--- config.mk ---
export PLATFORM = sky130hd
export DESIGN_NAME = image_mode_ctrl
export DESIGN_NICKNAME = d
export VERILOG_FILES = /design/src/rtl/image_mode_ctrl.sv
export SDC_FILE = /design/constraint.sdc
export NUM_CORES = 1
export LEC_CHECK = 0
export ABC_CLOCK_PERIOD_IN_PS = 5600
export CORE_UTILIZATION = 25
export CTS_BUF_LIST = sky130_fd_sc_hd__clkbuf_4 sky130_fd_sc_hd__clkbuf_8 sky130_fd_sc_hd__clkbuf_16
export DETAILED_ROUTE_END_ITERATION = 10
export PLACE_DENSITY_LB_ADDON = 0.08
export SETUP_SLACK_MARGIN = 0.4
export SLEW_MARGIN = 20
export SYNTH_ARGS = -nofsm -noshare
export SYNTH_HDL_FRONTEND = slang
export SYNTH_SLANG_ARGS = --single-unit
--- constraint.sdc ---
create_clock -name clk -period 5.6 [get_ports clk]
set_input_delay 1.12 -clock clk [delete_from_list [all_inputs] [get_ports clk]]
set_output_delay 1.12 -clock clk [all_outputs]
set_load 0.02 [all_outputs]
--- src/rtl/image_mode_ctrl.sv ---
// Display-mode selector: debounces next/prev keys, steps a pending mode with wrap-around,
// and commits it to the stream mux only on a camera frame boundary.
module image_mode_ctrl #(
   parameter int unsigned DEBOUNCE_CNT = 1_000_000,
   parameter int unsigned MODE_NUM     = 8,
   parameter bit          VS_POL       = 1'b1
) (
   input  logic       clk,
   input  logic       rst_n,
   input  logic       key_next_n,
   input  logic       key_prev_n,
   input  logic       frame_vsync,
   output logic [3:0] mode,
   output logic       mode_pend,
   output logic       mode_chg
);

   localparam int unsigned CNT_W  = (DEBOUNCE_CNT > 1) ? $clog2(DEBOUNCE_CNT) : 1;
   localparam int unsigned MODE_W = 4;
   localparam int unsigned NKEY   = 2;
   localparam logic [MODE_W-1:0] MODE_MAX = MODE_W'(MODE_NUM - 1);
   localparam logic [CNT_W-1:0]  CNT_LAST = CNT_W'(DEBOUNCE_CNT - 1);

   typedef enum logic [1:0] {RELEASED, PRESS_CHK, PRESSED, RELEASE_CHK} db_state_e;

   // bit 0 = next key, bit 1 = prev key
   logic [NKEY-1:0]   key_s1_q, key_s2_q;
   logic              vs_s1_q, vs_s2_q, vs_prev_q;
   logic [NKEY-1:0]   press_c;
   logic              frame_edge_c;
   logic [MODE_W-1:0] mode_q, mode_d, pend_q, pend_d;
   logic              chg_q, chg_d, mpend_q;

   always_ff @(posedge clk or negedge rst_n) begin
      if (!rst_n) begin
         key_s1_q  <= '1;
         key_s2_q  <= '1;
         vs_s1_q   <= 1'b0;
         vs_s2_q   <= 1'b0;
         vs_prev_q <= 1'b0;
      end else begin
         key_s1_q  <= {key_prev_n, key_next_n};
         key_s2_q  <= key_s1_q;
         vs_s1_q   <= frame_vsync;
         vs_s2_q   <= vs_s1_q;
         vs_prev_q <= vs_s2_q;
      end
   end

   for (genvar k = 0; k < NKEY; k++) begin : g_db
      db_state_e        st_q, st_d;
      logic [CNT_W-1:0] cnt_q, cnt_d;
      logic             lvl;

      assign lvl = key_s2_q[k];

      always_ff @(posedge clk or negedge rst_n) begin
         if (!rst_n) begin
            st_q  <= RELEASED;
            cnt_q <= '0;
         end else begin
            st_q  <= st_d;
            cnt_q <= cnt_d;
         end
      end

      always_comb begin
         st_d  = st_q;
         cnt_d = cnt_q;
         case (st_q)
            RELEASED: begin
               if (!lvl) begin
                  st_d  = PRESS_CHK;
                  cnt_d = '0;
               end
            end
            PRESS_CHK: begin
               if (lvl)                    st_d  = RELEASED;
               else if (cnt_q == CNT_LAST) st_d  = PRESSED;
               else                        cnt_d = cnt_q + CNT_W'(1);
            end
            PRESSED: begin
               if (lvl) begin
                  st_d  = RELEASE_CHK;
                  cnt_d = '0;
               end
            end
            RELEASE_CHK: begin
               if (!lvl)                   st_d  = PRESSED;
               else if (cnt_q == CNT_LAST) st_d  = RELEASED;
               else                        cnt_d = cnt_q + CNT_W'(1);
            end
            default: st_d = RELEASED;
         endcase
      end

      // one press event on the cycle the press is accepted
      always_comb begin
         press_c[k] = 1'b0;
         if (st_q == PRESS_CHK && !lvl && cnt_q == CNT_LAST) press_c[k] = 1'b1;
      end
   end

   assign frame_edge_c = VS_POL ? (vs_s2_q & ~vs_prev_q) : (~vs_s2_q & vs_prev_q);

   // commit sees the pending value before this cycle's key step
   always_comb begin
      mode_d = mode_q;
      pend_d = pend_q;
      chg_d  = 1'b0;
      if (frame_edge_c && (pend_q != mode_q)) begin
         mode_d = pend_q;
         chg_d  = 1'b1;
      end
      if (press_c[0] && !press_c[1])
         pend_d = (pend_q == MODE_MAX) ? '0 : pend_q + MODE_W'(1);
      else if (press_c[1] && !press_c[0])
         pend_d = (pend_q == '0) ? MODE_MAX : pend_q - MODE_W'(1);
   end

   always_ff @(posedge clk or negedge rst_n) begin
      if (!rst_n) begin
         mode_q  <= '0;
         pend_q  <= '0;
         chg_q   <= 1'b0;
         mpend_q <= 1'b0;
      end else begin
         mode_q  <= mode_d;
         pend_q  <= pend_d;
         chg_q   <= chg_d;
         mpend_q <= (pend_d != mode_d);
      end
   end

   assign mode      = mode_q;
   assign mode_pend = mpend_q;
   assign mode_chg  = chg_q;

endmodule

==> After elaboration in Yosys (flattened, before gate mapping) <==
Cells that the tools add are included.
{ "totals": {"output_inout_bits": 6, "ff_bits": 61, "wordCells": 94, "inputBits": 5} }
{ "op_classes": {"reduce_logical": 18, "n_addsub": 4, "n_mux": 34, "n_bitwise": 2, "n_eq_ne": 23} }
{ "op_table": {"columns": ["op", "count"], "rows": [
  ["two-way mux 20 bit", 10],
  ["one-hot mux 20 bit (4 select lines)", 2],
  ["adder 20 x 1 -> 20 bit, second input constant", 2],
  ["== test 20 bit, second input constant", 2],
  ["two-way mux 2 bit", 12],
  ["two-way mux 4 bit", 5],
  ["!= test 2 bit, second input constant", 8],
  ["one-hot mux 2 bit (4 select lines)", 2],
  ["AND reduction 4 bit", 4],
  ["!= test 3 bit, second input constant", 4],
  ["== test 2 bit, second input constant", 4],
  ["!= test 4 bit", 2],
  ["logical AND 1 bit", 7],
  ["adder 4 x 1 -> 4 bit, second input constant", 1],
  ["== test 2 x 1 -> 1 bit, second input constant", 2],
  ["== test 4 x 3 -> 1 bit, second input constant", 1],
  ["logical NOT 1 bit", 4],
  ["logical NOT 2 bit", 2],
  ["logical NOT 4 bit", 1],
  ["subtractor 4 x 1 -> 4 bit, second input constant", 1],
  ["two-way mux 1 bit", 3],
  ["AND 1 bit", 1],
  ["NOT 1 bit", 1]
]} }

==> Logic depth before layout (Yosys ltp) <==
Gate-level depths: netlist of the first run.
{ "depth": {"depth_word": 9, "mapped_depth": 10, "mapped_depth_nobuf": 9} }

==> Least setup slack after synthesis of the first run <==
OpenSTA, ideal clock, no wires.
{ "synth_path": {"path_kind": "register -> register", "startpoint": "reg g_db[0].cnt_q[0]", "endpoint": "reg mpend_q, in the netlist mode_pend", "setup_time_ns": 0.139, "required_ns": 5.461, "slack_ns": 3.048, "path_stages_with_launch": 9, "arrival_ns": 2.413, "synth_period_minus_slack_ns": 2.552, "n_path_buf": 0, "path_cell_list": "dfrtp_1 ha_1 nand2_1 or4_4 a2111oi_4 o21ai_0 a21oi_1 xor2_1 or4_1"} }
{ "synth_via": {"elab_chain_len": 8, "elab_cells_between_ends": 9, "cone_classes": "2 x eq/ne; 3 x mux; 4 x reduce/logical"} }
{ "synth_lines": {"columns": ["element", "line_no", "source"], "rows": [
  ["start: declaration", "52", "logic [CNT_W-1:0] cnt_q, cnt_d;"],
  ["start signal: assignment", "63", "cnt_q <= cnt_d;"],
  ["== test 20 bit (*)", "100", "if (st_q == PRESS_CHK && !lvl && cnt_q == CNT_LAST) press_c[k] = 1'b1;"],
  ["logical AND 1 bit (*)", "100", null],
  ["two-way mux 1 bit (*)", "100", null],
  ["logical NOT 1 bit", "117", "else if (press_c[1] && !press_c[0])"],
  ["logical AND 1 bit", "117", null],
  ["two-way mux 4 bit", "117", null],
  ["two-way mux 4 bit (*)", "115", "if (press_c[0] && !press_c[1])"],
  ["named net pend_d[1]", "31", "logic [MODE_W-1:0] mode_q, mode_d, pend_q, pend_d;"],
  ["!= test 4 bit (*)", "131", "mpend_q <= (pend_d != mode_d);"],
  ["end signal: assignment", "131", null],
  ["end: declaration", "32", "logic chg_q, chg_d, mpend_q;"]
]} }
The timed path passes the listed nets; every way through them passes the cells marked *.
A chain may end at the register's enable or synchronous reset.

==> Final worst setup path of the first run <==
{ "layout_path": {"startpoint": "reg g_db[0].cnt_q[0]", "endpoint": "reg mpend_q, in the netlist mode_pend"} }
{ "layout_via": {"elab_chain_len": 8, "elab_cells_between_ends": 9, "cone_classes": "2 x eq/ne; 3 x mux; 4 x reduce/logical"} }
{ "layout_lines": {"columns": ["element", "line_no"], "rows": [
  ["== test 20 bit (*)", "100"],
  ["logical AND 1 bit (*)", "100"],
  ["two-way mux 1 bit (*)", "100"],
  ["logical NOT 1 bit", "117"],
  ["logical AND 1 bit", "117"],
  ["two-way mux 4 bit", "117"],
  ["two-way mux 4 bit (*)", "115"],
  ["!= test 4 bit (*)", "131"]
]} }
Every way passes the cells marked *; elsewhere a longest branch is shown, timed or not.

==> flow_summary.ini, run 1 <==
[cts]
tritoncts_num_sinks = 61
number_of_setup_buffers_added_after_cts = 0
clk_latency_ns = 0.34
number_of_h_tree_levels = 3
postCtsResizedCells = 0
cts_root_buf = sky130_fd_sc_hd__clkbuf_16
cts_hold_buffers = 0
cts.reportedPaths.clkPinSlew_ns = 0.05
numCtsBuffers = 9
clock_tree.buffer_depth = 2
cts_tree = yes

[layout]
final-instance-count-excl-fill = 530
final_core_utilization_pct = 30.3
area.growth.synth_to_final_pct = 17.1
layout.nets = 364
diodes = 0
drive_gt1_share_pct = 9.78
layout.filler_cells = 1385

[timing]
final_period_util_pct = 49.7
fin_setup_tns_ns = 0
max_slew.worst_pin.slew_ns = 1.11
finalClockSkew_ns = 0.00719
slew-limit-headroom_pct = 25.6
timing.final.crit_period_ns = 2.79
grt_setup_unrepaired = false
report.final.slew_viol_count = 0
timing.fmax_mhz = 359
report.final.setup_viol = 0
hold_viol = 0

[drt]
detail_routed_via_count_per_cell = 4.62
finalWirelength_um = 7470
dr_total_vias = 2446
routed_wire_length_per_instance_um = 14.1
antenna_violating_nets_post_route = 0
detailedRoute.firstPassIterationCount = 4
post-route-drc-count = 0
drtIter0Drc = 80

[synth]
post_synthesis_sequential_area_ratio_pct = 46.6
dominant_combinational_cell_family_by_area_after_synthesis = simple AND/OR/NAND/NOR gates
synthesis.area_per_instance_um2 = 9.64
syn_inst = 341
synth_fa_ha_area_share_pct = 1.52
yosys.area.top_type = sky130_fd_sc_hd__dfrtp_1
synth_edf_count = 0
postSynthRegisterBits = 61
synth_compound_area_share_pct = 9.86
synth.cells.most_frequent = 57 x sky130_fd_sc_hd__dfrtp_1, 41 x sky130_fd_sc_hd__nor2_1, 33 x sky130_fd_sc_hd__nand2_1, 24 x sky130_fd_sc_hd__xor2_1, 22 x sky130_fd_sc_hd__o21ai_0
synth_xor_xnor_area_share_pct = 10.9
asyncSetResetFlopFracSynth_pct = 100
synthMuxAreaShare_pct = 2.21
synth.top_cells.by_area = sky130_fd_sc_hd__dfrtp_1 43%, sky130_fd_sc_hd__xor2_1 6.4%, sky130_fd_sc_hd__nor2_1 4.7%
mappedNetlistArea_um2 = 3290
dominant_cell_by_count_in_the_synthesized_netlist = sky130_fd_sc_hd__dfrtp_1
syn-num-nets = 350
ys.flop_type = sky130_fd_sc_hd__dfrtp_1
synth_simple_gate_area_share_pct = 26.4
ys_warn_count = 0
synth.lib_cells_used.distinct = 52
synth.top_cell.area_share_pct = 43.4

[power]
static-leakage-power_nw = 1.56
ir_worst_vdd_mv = 0.107
power.density_nw_per_um2 = 263

[critical_path]
ff2ff_setup_slack_ns = 2.81
cp.required_ns = 5.80
timing.critical_path.arrival_ns = 2.99
worstSetupEndpointType = flip-flop
timing.critical_path.from_type = flip-flop
critical_path_maximum_fanout = 5
crit_type = flip-flop to flip-flop

[die]
floorplan.initialDensity_pct = 25.8
design.die.area_um2 = 13600
die-height_um = 117
num_io_pins = 11
placement_rows = 41
horizontal_die_dimension_um = 117
core_um2 = 12700

[place]
dpl.cell_count = 516
routabilityCongestion = 0.745
hpwl_um = 5140
buffer_ports.inserted = 10

[status]
outcome = finished clean

[grt]
grt_antenna_before_repair = 0
overflow = 0
first_global_vias = 2399
gr-usage-all-layers_pct = 12.7
grt_first_pass_wirelength_um = 12700
grt_start_max_net_pins = 62

[worst_hold_path]
holdCritPathClass = flip-flop to flip-flop

[run]
max_cap_viol_count = 0
-- layout by cell type (no fill, tap or decap), types with 3 or more instances in the layout --
cell                              synthesis  layout
sky130_fd_sc_hd__a21oi_1                  4       4
sky130_fd_sc_hd__and3_1                   5       5
sky130_fd_sc_hd__and4_1                   4       4
sky130_fd_sc_hd__buf_4                    1       3
sky130_fd_sc_hd__clkbuf_16                0       9
sky130_fd_sc_hd__clkdlybuf4s50_1          0       9
sky130_fd_sc_hd__dfrtp_1                 57      57
sky130_fd_sc_hd__dfstp_2                  4       4
sky130_fd_sc_hd__ha_1                     4       4
sky130_fd_sc_hd__inv_1                   10      10
sky130_fd_sc_hd__mux2i_1                  5       5
sky130_fd_sc_hd__nand2_1                 33      33
sky130_fd_sc_hd__nand2b_1                 3       3
sky130_fd_sc_hd__nand3_1                 21      21
sky130_fd_sc_hd__nand3b_1                 3       3
sky130_fd_sc_hd__nand4_1                 13      13
sky130_fd_sc_hd__nor2_1                  41      41
sky130_fd_sc_hd__nor2b_1                  4       4
sky130_fd_sc_hd__nor3_1                   8       8
sky130_fd_sc_hd__nor4_1                   4       4
sky130_fd_sc_hd__nor4bb_1                 4       4
sky130_fd_sc_hd__o21ai_0                 22      22
sky130_fd_sc_hd__o31ai_1                  6       6
sky130_fd_sc_hd__or2_2                    3       3
sky130_fd_sc_hd__or3_1                    3       3
sky130_fd_sc_hd__xnor2_1                 17      17
sky130_fd_sc_hd__xor2_1                  24      24
-- critical path, stage by stage, from the launching register on --
cell                       delay (ns)
sky130_fd_sc_hd__dfrtp_1         0.39
sky130_fd_sc_hd__ha_1            0.24
sky130_fd_sc_hd__nand2_1         0.06
sky130_fd_sc_hd__or4_4           0.55
sky130_fd_sc_hd__nor4_2          0.49
sky130_fd_sc_hd__o21ai_0         0.16
sky130_fd_sc_hd__o22ai_1         0.16
sky130_fd_sc_hd__a211oi_1        0.09
sky130_fd_sc_hd__or4_1           0.51
-- flip-flops by register name (all words and copies together), names as in the netlist, named ones only --
register	count
vs_s1_q	1
key_s2_q	2
mode_pend	1
mode_chg	1
vs_prev_q	1
key_s1_q	2
g_db.st_q	2
mode	4
vs_s2_q	1
g_db.cnt_q	40
pend_q	4
-- per-stage QoR --
step	setup slack [ns]	power [mW]	hold slack, ns	cell area, µm²
after CTS	2.77	1.04	0.351	3850
after floorplan	3.05	0.489	0.331	3290
after detailed placement	2.79	0.511	0.339	3580
final	2.81	1.01	0.352	3850
after global placement	2.85	0.511	0.335	3580
after global routing	2.59	1.06	0.363	3850
-- layer usage --
layer  track usage, %  routed length (µm)  up-vias
li1                 -                   -     1232
met1             17.9                3900     1174
met2             17.5                3160       27
met3             2.96                 209       13
met4             7.34                 199        0
met5                0                   0        -
-- where the power goes --
group	total (mW)	switching (mW)	leakage [nW]	internal (mW)
Combinational	0.0405	0.0275	0.605	0.0130
Sequential	0.461	0.00922	0.823	0.452
Clock	0.509	0.188	0.138	0.321
Total	1.01	0.225	1.56	0.786
-- kinds of logic (layout without fill, tap and decap cells) --
logic type	Yosys count	in the layout
and+or+nand+nor	163	163
DFF	61	61
AOI/OAI and AO/OA	44	44
xor gates and xnor gates	41	41
buffers and inverters	21	38
muxes	7	7
adders and majority gates	4	4
-- layout make-up --
class,count,area (µm²),area share (%)
Clock buffer,12,260,6.76
Multi-Input combinational cell,259,1670,43.5
Sequential cell,61,1530,39.8
Inverter,11,41.3,1.07
Tap cell,172,215,5.59
Clock inverter,2,10.0,0.260
Timing Repair Buffer,13,118,3.06
-- final timing paths --
path	start	to	depth (start not counted)
hold reg to reg	vs_s1_q	vs_s2_q	0
max in group asynchronous	rst_n	g_db[0].cnt_q[15]	2
setup reg to reg	g_db[0].cnt_q[0]	mode_pend	8
min in group asynchronous	rst_n	g_db[1].st_q[0]	2
hold / removal	vs_s1_q	vs_s2_q	0
setup / recovery	g_db[0].cnt_q[0]	mode_pend	8
No activity file was read; power rests on OpenSTA's default activity.
==> run 2, diff against run 1 <==
- ABC_CLOCK_PERIOD_IN_PS: 5600 -> 2700
- clock period: 5.6 -> 2.7 ns (I/O delays scaled with it)
==> flow_summary.ini, run 2 (synthesis results as in run 1) <==
[timing]
slew-limit-headroom_pct = 58.9
timing.final.crit_period_ns = 2.54
final_period_util_pct = 94.2
report.final.slew_viol_count = 0
timing.fmax_mhz = 393
final.hold.worst_slack_ns = 0.0755
report.final.setup_viol = 0
hold_viol = 0
finalClockSkew_ns = 0.00696
grt_setup_unrepaired = true
fin_setup_tns_ns = 0
max_slew.worst_pin.slew_ns = 0.614
final.setup.worst_slack_ns = 0.157

[critical_path]
critical_path.cell_chain = ha_2 -> nand2_1 -> or4_4 -> o311ai_4 -> o211a_1 -> a21oi_2 -> xor2_1 -> or4_1
worst-r2r-cell-count = 8
crit_type = flip-flop to flip-flop
worst_path_max_delay_cell = sky130_fd_sc_hd__or4_4
critical_path_maximum_fanout = 5
cp.required_ns = 2.90
timing.critical_path.from_type = flip-flop
worstSetupEndpointType = flip-flop
critical-path-max-stage-delay_ns = 0.55
timing.critical_path.arrival_ns = 2.74

[place]
hpwl_um = 5820
preCtsSetupSlack_ns = 0.0564
buffer_ports.inserted = 10
routabilityCongestion = 0.796
dpl_cell_area_um2 = 3790
dpl.cell_count = 543

[status]
outcome = finished clean

[die]
floorplan.initialDensity_pct = 25.8
placement_rows = 41
design.die.area_um2 = 13600
die-height_um = 117
horizontal_die_dimension_um = 117
num_io_pins = 11
core_um2 = 12700

[power]
power.share.clock_pct = 53.5
power.density_nw_per_um2 = 544
power.share.sequential_pct = 41.3
static-leakage-power_nw = 1.78
netSwitchingPower_uw = 498
ir_worst_vdd_mv = 0.381
power_frac_comb_pct = 5.2
internal_power_mw = 1.81
switching_part_of_the_total_power_pct = 21.6
power_mw = 2.31

[cts]
cts_root_buf = sky130_fd_sc_hd__clkbuf_16
cts_tree = yes
cts.reportedPaths.clkPinSlew_ns = 0.06
numCtsBuffers = 9
clk_latency_ns = 0.34
cts_hold_buffers = 0
clock_tree.buffer_depth = 2
number_of_h_tree_levels = 3
tritoncts_num_sinks = 61

[layout]
drive_gt1_share_pct = 22.5
diodes = 0
final-instance-count-excl-fill = 567
largest_reg_flops = 40
fin_area_um2 = 4240
final_core_utilization_pct = 33.3
mostFrequentLayoutCells = 57 x sky130_fd_sc_hd__dfrtp_1, 41 x sky130_fd_sc_hd__nor2_1, 37 x sky130_fd_sc_hd__buf_4, 32 x sky130_fd_sc_hd__nand2_1, 24 x sky130_fd_sc_hd__xor2_1
multi_input_comb_area_um2 = 1750
area.growth.synth_to_final_pct = 28.9
layout.nets = 399
final-seq-area_um2 = 1530
regMostFlops = g_db.cnt_q
mostFrequentLayoutCell = sky130_fd_sc_hd__dfrtp_1
layout.filler_cells = 1367

[grt]
overflow = 0
grt_start_max_net_pins = 29
grt_first_pass_wirelength_um = 13600
first_global_vias = 2637
gr-usage-all-layers_pct = 13.5
grt_antenna_before_repair = 0

[drt]
routed_wire_length_per_instance_um = 14.4
post-route-drc-count = 0
finalWirelength_um = 8150
detail_routed_via_count_per_cell = 4.60
drtIter0Drc = 125
antenna_violating_nets_post_route = 0
detailedRoute.firstPassIterationCount = 4
dr_total_vias = 2608

[run]
max_cap_viol_count = 0

[worst_hold_path]
holdCritPathClass = input pin to asynchronous set/reset pin
[run 2: path summary, 6_finish.rpt]
kind / slack, ns / end / from
max: 0.16 / mode_pend / g_db[0].cnt_q[0]
min: 0.08 / g_db[0].cnt_q[5] / rst_n
max reg2reg: 0.16 / mode_pend / g_db[0].cnt_q[0]
min reg2reg: 0.35 / key_s2_q[0] / key_s1_q[0]
max in group asynchronous: 1.94 / mode[1] / rst_n
min in group clk: 0.35 / key_s2_q[0] / key_s1_q[0]
[run 2: worst max-delay path, delay by kind of cell, from the launching register on]
family | cells | cell delay (ns)
compound gates | 3 | 0.63
fa+ha+maj | 1 | 0.19
xor+xnor | 1 | 0.14
flops | 1 | 0.36
simple gates | 3 | 1.08
[run 2: area by class of cell]
type / instances / area share, %
multi-input cells: 259 / 41.2
flip-flops and latches: 61 / 36.1
repair buffers: 48 / 9.07
clock buffers: 11 / 5.67
well taps: 172 / 5.08
clock inverters: 5 / 1.77
inverters: 11 / 1.06
[run 2: power groups by stage]
stage / Combinational [mW] / Clock [mW] / Sequential (mW)
floorplan: 0.0475 / 0 / 0.967
global route: 0.138 / 1.31 / 0.953
finish: 0.121 / 1.23 / 0.952
global placement: 0.102 / 0 / 0.969
detailed placement: 0.103 / 0 / 0.970
CTS: 0.117 / 1.27 / 0.952
[run 2: layer usage]
metal	GRT usage [%]	wire length, µm	part of all wire (%)	vias up
li1	-	-	-	1304
met5	0	0	0	-
met4	5.06	126	1.5	0
met3	4.72	313	3.8	9
met2	20.5	3760	46	34
met1	17.6	3940	48	1261
[run 2: repair_timing]
action / 4_1_cts / 5_1_grt
pin swaps: 1 / 1
resized for setup: 6 / 15
setup endpoints to repair: 11 / 37
setup buffers: 5 / 3
endpoints found under the hold margin: 0 / 0
